--- src/rtl/dmem_arbiter_if.sv ---
// Core, debug/loader and data-memory signals seen by the data-memory arbiter.
// The arbiter takes the slave view; the surrounding core/loader/memory take the master view.
interface dmem_arbiter_if #(
    parameter int ADDR_W = 32,
    parameter int DATA_W = 32
);
    logic              cpu_req;
    logic              cpu_we;
    logic [ADDR_W-1:0] cpu_addr;
    logic [DATA_W-1:0] cpu_wdata;
    logic [DATA_W-1:0] cpu_rdata;
    logic              cpu_stall;

    logic              dbg_req;
    logic              dbg_we;
    logic [ADDR_W-1:0] dbg_addr;
    logic [DATA_W-1:0] dbg_wdata;
    logic              dbg_gnt;
    logic [DATA_W-1:0] dbg_rdata;
    logic              dbg_rvalid;

    logic              mem_we;
    logic [ADDR_W-1:0] mem_addr;
    logic [DATA_W-1:0] mem_wdata;
    logic [DATA_W-1:0] mem_rdata;

    modport slave (
        input  cpu_req, cpu_we, cpu_addr, cpu_wdata,
        output cpu_rdata, cpu_stall,
        input  dbg_req, dbg_we, dbg_addr, dbg_wdata,
        output dbg_gnt, dbg_rdata, dbg_rvalid,
        output mem_we, mem_addr, mem_wdata,
        input  mem_rdata
    );

    modport master (
        output cpu_req, cpu_we, cpu_addr, cpu_wdata,
        input  cpu_rdata, cpu_stall,
        output dbg_req, dbg_we, dbg_addr, dbg_wdata,
        input  dbg_gnt, dbg_rdata, dbg_rvalid,
        input  mem_we, mem_addr, mem_wdata,
        output mem_rdata
    );
endinterface

--- src/rtl/dmem_arbiter.sv ---
// Round-robin sharing of a 1-cycle-read data memory between core and debug port.
// Writes take 1 cycle, reads 2; a losing or read-waiting core is held via cpu_stall, debug via dbg_gnt.
module dmem_arbiter #(
    parameter int ADDR_W = 32,
    parameter int DATA_W = 32
) (
    input  logic              clk,
    input  logic              reset,
    dmem_arbiter_if.slave     bus
);
    typedef enum logic [1:0] {
        ARB         = 2'd0,
        CPU_RD_WAIT = 2'd1,
        DBG_RD_WAIT = 2'd2
    } state_e;

    typedef enum logic {
        OWN_CPU = 1'b0,
        OWN_DBG = 1'b1
    } owner_e;

    state_e state_q, state_d;
    owner_e last_q, last_d;
    logic   cpu_win;
    logic   dbg_win;

    always_ff @(posedge clk) begin
        if (reset) begin
            state_q <= ARB;
            last_q  <= OWN_DBG;
        end else begin
            state_q <= state_d;
            last_q  <= last_d;
        end
    end

    // Core wins when alone or when debug owned the previous issue.
    assign cpu_win = bus.cpu_req && (!bus.dbg_req || (last_q == OWN_DBG));
    assign dbg_win = bus.dbg_req && !cpu_win;

    always_comb begin
        state_d        = state_q;
        last_d         = last_q;
        bus.mem_we     = 1'b0;
        bus.mem_addr   = bus.cpu_addr;
        bus.mem_wdata  = bus.cpu_wdata;
        bus.cpu_stall  = 1'b0;
        bus.dbg_gnt    = 1'b0;
        bus.dbg_rvalid = 1'b0;
        bus.cpu_rdata  = bus.mem_rdata;
        bus.dbg_rdata  = bus.mem_rdata;

        if (!reset) begin
            unique case (state_q)
                ARB: begin
                    if (cpu_win) begin
                        last_d        = OWN_CPU;
                        bus.mem_we    = bus.cpu_we;
                        bus.cpu_stall = !bus.cpu_we;
                        if (!bus.cpu_we) begin
                            state_d = CPU_RD_WAIT;
                        end
                    end else if (dbg_win) begin
                        last_d        = OWN_DBG;
                        bus.dbg_gnt   = 1'b1;
                        bus.mem_we    = bus.dbg_we;
                        bus.mem_addr  = bus.dbg_addr;
                        bus.mem_wdata = bus.dbg_wdata;
                        bus.cpu_stall = bus.cpu_req;
                        if (!bus.dbg_we) begin
                            state_d = DBG_RD_WAIT;
                        end
                    end
                end
                CPU_RD_WAIT: begin
                    state_d = ARB;
                end
                DBG_RD_WAIT: begin
                    bus.dbg_rvalid = 1'b1;
                    bus.cpu_stall  = bus.cpu_req;
                    state_d        = ARB;
                end
                default: begin
                    state_d = ARB;
                end
            endcase
        end
    end
endmodule

--- src/flat_wrapper.sv ---
// flat-port wrapper written by rule: the top's interface ports become plain ports
module dmem_arbiter_flat 
#(
    parameter int ADDR_W = 32,
    parameter int DATA_W = 32
)
  (clk, reset, bus_cpu_req, bus_cpu_we, bus_cpu_addr, bus_cpu_wdata, bus_cpu_rdata, bus_cpu_stall, bus_dbg_req, bus_dbg_we, bus_dbg_addr, bus_dbg_wdata, bus_dbg_gnt, bus_dbg_rdata, bus_dbg_rvalid, bus_mem_we, bus_mem_addr, bus_mem_wdata, bus_mem_rdata);
  dmem_arbiter_if #(.ADDR_W(ADDR_W), .DATA_W(DATA_W)) bus_i ();
  input  logic clk;
  input  logic reset;
  input wire logic [$bits(bus_i.cpu_req)-1:0] bus_cpu_req;
  input wire logic [$bits(bus_i.cpu_we)-1:0] bus_cpu_we;
  input wire logic [$bits(bus_i.cpu_addr)-1:0] bus_cpu_addr;
  input wire logic [$bits(bus_i.cpu_wdata)-1:0] bus_cpu_wdata;
  output wire logic [$bits(bus_i.cpu_rdata)-1:0] bus_cpu_rdata;
  output wire logic [$bits(bus_i.cpu_stall)-1:0] bus_cpu_stall;
  input wire logic [$bits(bus_i.dbg_req)-1:0] bus_dbg_req;
  input wire logic [$bits(bus_i.dbg_we)-1:0] bus_dbg_we;
  input wire logic [$bits(bus_i.dbg_addr)-1:0] bus_dbg_addr;
  input wire logic [$bits(bus_i.dbg_wdata)-1:0] bus_dbg_wdata;
  output wire logic [$bits(bus_i.dbg_gnt)-1:0] bus_dbg_gnt;
  output wire logic [$bits(bus_i.dbg_rdata)-1:0] bus_dbg_rdata;
  output wire logic [$bits(bus_i.dbg_rvalid)-1:0] bus_dbg_rvalid;
  output wire logic [$bits(bus_i.mem_we)-1:0] bus_mem_we;
  output wire logic [$bits(bus_i.mem_addr)-1:0] bus_mem_addr;
  output wire logic [$bits(bus_i.mem_wdata)-1:0] bus_mem_wdata;
  input wire logic [$bits(bus_i.mem_rdata)-1:0] bus_mem_rdata;
  assign bus_i.cpu_req = bus_cpu_req;
  assign bus_i.cpu_we = bus_cpu_we;
  assign bus_i.cpu_addr = bus_cpu_addr;
  assign bus_i.cpu_wdata = bus_cpu_wdata;
  assign bus_cpu_rdata = bus_i.cpu_rdata;
  assign bus_cpu_stall = bus_i.cpu_stall;
  assign bus_i.dbg_req = bus_dbg_req;
  assign bus_i.dbg_we = bus_dbg_we;
  assign bus_i.dbg_addr = bus_dbg_addr;
  assign bus_i.dbg_wdata = bus_dbg_wdata;
  assign bus_dbg_gnt = bus_i.dbg_gnt;
  assign bus_dbg_rdata = bus_i.dbg_rdata;
  assign bus_dbg_rvalid = bus_i.dbg_rvalid;
  assign bus_mem_we = bus_i.mem_we;
  assign bus_mem_addr = bus_i.mem_addr;
  assign bus_mem_wdata = bus_i.mem_wdata;
  assign bus_i.mem_rdata = bus_mem_rdata;
  dmem_arbiter #(.ADDR_W(ADDR_W), .DATA_W(DATA_W)) u_core (.clk(clk), .reset(reset), .bus(bus_i));
endmodule
--- config.mk ---
export PLATFORM = sky130hd
export DESIGN_NAME = dmem_arbiter_flat
export DESIGN_NICKNAME = d
export VERILOG_FILES = /design/src/rtl/dmem_arbiter_if.sv /design/src/rtl/dmem_arbiter.sv /design/src/flat_wrapper.sv
export SDC_FILE = /design/constraint.sdc
export NUM_CORES = 1
export LEC_CHECK = 0
export CORE_AREA = 2 2 117 119
export DETAILED_ROUTE_END_ITERATION = 6
export DIE_AREA = 0 0 119 121
export GPL_TIMING_DRIVEN = 0
export MAX_ROUTING_LAYER = met4
export PLACE_DENSITY = 0.61
export SLEW_MARGIN = 20
export SYNTH_ARGS = -nofsm -noshare
export SYNTH_HDL_FRONTEND = slang
export SYNTH_SLANG_ARGS = --single-unit
export TNS_END_PERCENT = 10
--- constraint.sdc ---
create_clock -name clk -period 3.9 [get_ports clk]
set_input_delay 0.78 -clock clk [delete_from_list [all_inputs] [get_ports clk]]
set_output_delay 0.78 -clock clk [all_outputs]
set_load 0.1 [all_outputs]
* After elaboration in Yosys (flattened, before gate mapping) *
Cells that the tools add are included.

cells by class
  equality and inequality tests = 3
  multiplexer cells = 28
  bitwise gates (word level) = 1
  reduce and logical (&&, ||, !) cells = 11

operator list
  cell                count
  $mux 32             8
  $mux 1              15
  $mux 2              4
  $logic_not 1->1     3
  $reduce_and 3->1    1
  $eq 2x2->1 const B  1
  $logic_and 1x1->1   2
  $logic_not 2->1     1
  $ne 2x1->1 const B  1
  $ne 2x2->1 const B  1
  $pmux 1 s2          1
  $reduce_and 2->1    1
  $reduce_bool 2->1   1
  $reduce_or 2->1     1
  $logic_or 1x1->1    1
  $not 1->1           1

storage, ports and cells
  flip-flop bits (word level) = 3
  input bits = 166
  output and inout port bits = 132
  logic and storage cells = 45

* Logic depth before layout (Yosys ltp) *
  word-level depth = 9
  mapped depth = 5
  gate-level depth less buffers = 3

* Worst setup path before layout *
No wires, ideal clock.

  path kind = input to output
  start = input reset
  end = output bus_mem_we
  arrival = 3146 ps
  required time = 3120 ps
  path slack = -26 ps
  cell stages on the path = 2
  buffers on the path = 0
  path through = nor3_2 -> a21boi_0

between the ends
  longest elaborated chain between the ends = 1

ends and longest elaborated chain
  what                line                RTL
  start: declaration  flat_wrapper.sv:10  input logic reset;
  $mux 1              dmem_arbiter.sv:53  if (!reset) begin
  end: declaration    flat_wrapper.sv:24  output wire logic [$bits(bus_i.mem_we)-1:0] bus_mem_we;

Every way passes these cells.

* Final worst setup path *
  start = input reset
  end = output bus_mem_wdata[24]

between the ends
  longest elaborated chain between the ends = 1

ends and longest elaborated chain
  what              line                RTL
  $mux 32           dmem_arbiter.sv:53
  end: declaration  flat_wrapper.sv:26  output wire logic [$bits(bus_i.mem_wdata)-1:0] bus_mem_wdata;

Every way passes these cells.

==> summary.md <==
| Metric | Value |
|---|---|
| Status | finished clean |
| #FFs+latches synth | 3 |
| I/O Pins | between 200 and 300 |
| Peak supply drop | around 0.00019 V |
| CTS H-Tree Depth | 1 |
| Worst-path clk slew | about 0.03 ns |
| CP Cell Sequence | clkdlybuf4s50_1 -> nor3_2 -> nand3_1 -> buf_6 -> buf_6 -> mux2_4 -> clkdlybuf4s15_1 |
| Setup crit start kind | primary input |
| Max Root-Sink Buffers | 2 |
| Fin. max-slew vios | 0 |
| Lkg Pwr | just under 2 nW |
| Clock Latency Late Sink | between 0.2 and 0.25 ns |
| Top FF cell, synth | dfxtp_1 |
| Drt first pass iters | 4 |
| Post-synth top cells | 64 x buf_4, 38 x mux2_4, 21 x mux2_2, 5 x buf_6, 5 x mux2_1 |
| Initial antenna violation count | 0 |
| Routed wire length | between 7 and 8 mm |
| Top-area cell type share of the netlist area | 0.3628 |
| Vias in the first global route | 2191 |
| Antenna viol nets, final | 0 |
| CP dominant cell by count | buf_6 |
| Post-CTS setup buffers | 0 |
| Maxcap violations | 0 |
| Worst path required time | 3.12 ns |
| Top-count cell post-synth | buf_4 |
| Die H | about 120 microns |
| Sequential cell area | roughly 60 sq um |
| Peak Freq | 260.7 MHz |
| Seq/Total Area, Yosys | 0.03819 |
| Finished Core Util | 0.3292 |
| Post-DP HPWL | 7.015 mm |
| Yosys warnings | 0 |
| Slowest CP cell | clkdlybuf4s15_1 |
| CTS hold repair buffers | 0 |
| Syn avg cell area | between 9 and 10 sq um |
| Worst hold start | u_core.last_q |
| Clock sink total | 3 |
| Pwr Total | 1.290 mW |
| First-pass GRT wire length | 11.10 mm |
| DRC | 0 |
| Slew @ Worst Pin | roughly 1 ns |
| Clk_skew | roughly 0.0013 ns |
| Synthesized Nets | 324 |
| DR vias | 2110 |
| Synth area leaders | mux2_4 36%, buf_4 31%, mux2_2 15% |
| Die footprint | 14400 sq um |
| Max-Slew Margin vs Limit | 0.3317 |
| CP startpoint | reset |
| Final worst path period share | 0.9834 |
| RSZ-0062 raised after global routing | true |
| # nets final | 594 |
| DRT iter0 DRCs | 25 |
| Die X | 119 microns |
| Multi-input logic area | approximately 960 sq um |
| Levels on crit path | 7 |
| CTS tree | done |
| Crit end category | output pin |
| Placed Cells | 599 |
| Minimum clock period | approximately 3.8 ns |
| Layout cells sized above 1 | 0.4075 |
| Hold-critical path depth | 2 |
| Final setup viols | 0 |
| Reg2Reg Depth | 5 |
| Overall Global Routing Usage | 0.09832 |
| PortBufs | 265 |
| Setup TNS | 0 ns |
| Asr flop ratio synth | 0 |
| Hold Path Class | reg2reg |
| Distinct cells, synth | 18 |
| CTS buffer count | 3 |
| Final hold violation count | 0 |
| Syn Inst Count | 158 |
| Area delta synth->final | 173.9% |
| Worst Path Buf+Inv | 4 |
| # diodes | 0 |
| Fill count | approximately 1400 |
| Core area | ~13000 sq um |
| Initial core utilization | 0.1202 |
| Cell Area, Synth | 1573 sq um |
| CTS root buf | clkbuf_16 |
| Number of synthesized flops with an enable pin | 0 |
| Crit Path Category | in2out |
| Crit path DAT | 3.06 ns |
| Vias per inst | roughly 3.5 |
| Synth area leader | mux2_4 |
| Fin cells | 603 |
| Grt ovf | 0 |
| Largest net degree at the start of global routing | 11 |
| PwrDens | 299.5 nW/um^2 |
| WL/cell | 12.87 microns |
| CP Max Fanout | 10 |
| GP Congestion | 0.7362 |
| # rows | 42 |
| Reg2reg start | u_core.state_q[1] |
| Cell family with most CP delay | buffers and inverters |
| Max incr delay on CP | 0.72 ns |
## cells by family after synthesis
logic type,share of synthesized area
AOI/OAI and AO/OA,0.01671
buffers and inverters,0.3524
DFF,0.03819
muxes,0.5489
and+or+nand+nor,0.04376
## final cells by class
| type | instances | area share |
|---|---|---|
| timing repair buffer | 265 | 0.5655 |
| buffer | 71 | 0.1269 |
| clock buffer | 4 | 0.01830 |
| tap | 176 | 0.05112 |
| inverter | 2 | 0.001743 |
| multi-input combinational | 82 | 0.2225 |
| sequential | 3 | 0.01394 |
## cells in the final DEF, fill, tap and decap left out, types with 2 or more instances in the layout
cell type	instances
dfxtp_1	3
nor3_1	2
buf_4	64
buf_2	2
mux2_4	38
nor2_1	4
mux2_2	21
clkdlybuf4s15_1	12
clkdlybuf4s50_1	200
inv_1	2
nand2_1	2
dlygate4sd2_1	13
clkbuf_2	40
clkbuf_16	3
nand3_1	4
mux2_1	5
buf_6	5
## sequential cells by signal, indices dropped and copies added, names as in the netlist
name / flops
u_core.last_q: 1
u_core.state_q: 2
## metrics by stage
step	hold WS, ns	cell area (sq um)	setup WS [ns]
after floorplan	0.4933	1573	0.3127
after global placement	0.5082	4446	-0.2657
after detailed placement	0.5421	4446	-0.3032
after CTS	0.5530	4467	0.0007989
after global routing	0.5854	4308	-0.04350
final	0.5465	4308	0.06481
## worst min-delay path, delay by kind of cell, from the launching register on
kind	cells	cell delay, ns
flops	1	0.34
compound gates	2	0.17
## layer usage
layer | track usage | vias to the layer above | wire (microns)
li1 | - | 1017 | -
met1 | 0.08982 | 942 | 2514
met2 | 0.2037 | 145 | 4453
met3 | 0.02397 | 6 | 724
met4 | 0.02009 | 0 | 70
met5 | - | - | 0
## where the power goes
part | internal (mW) | switching (mW)
Combinational | 0.327 | 0.765
Sequential | 0.0327 | 0.00170
Clock | 0.135 | 0.0291
Total | 0.494 | 0.796
## path summary, 6_finish.rpt
kind / to / slack [ns]
min reg2reg: u_core.last_q / 0.55
max reg2reg: u_core.state_q[1] / 2.56
max: bus_mem_wdata[24] / 0.06
min: u_core.last_q / 0.55
## what timing repair did
action	in CTS	in global routing
endpoints found under the setup margin	65	52
gates resized for setup	84	73
endpoints found under the hold margin	0	0
Note: power is estimated with default switching activity, not from simulation.
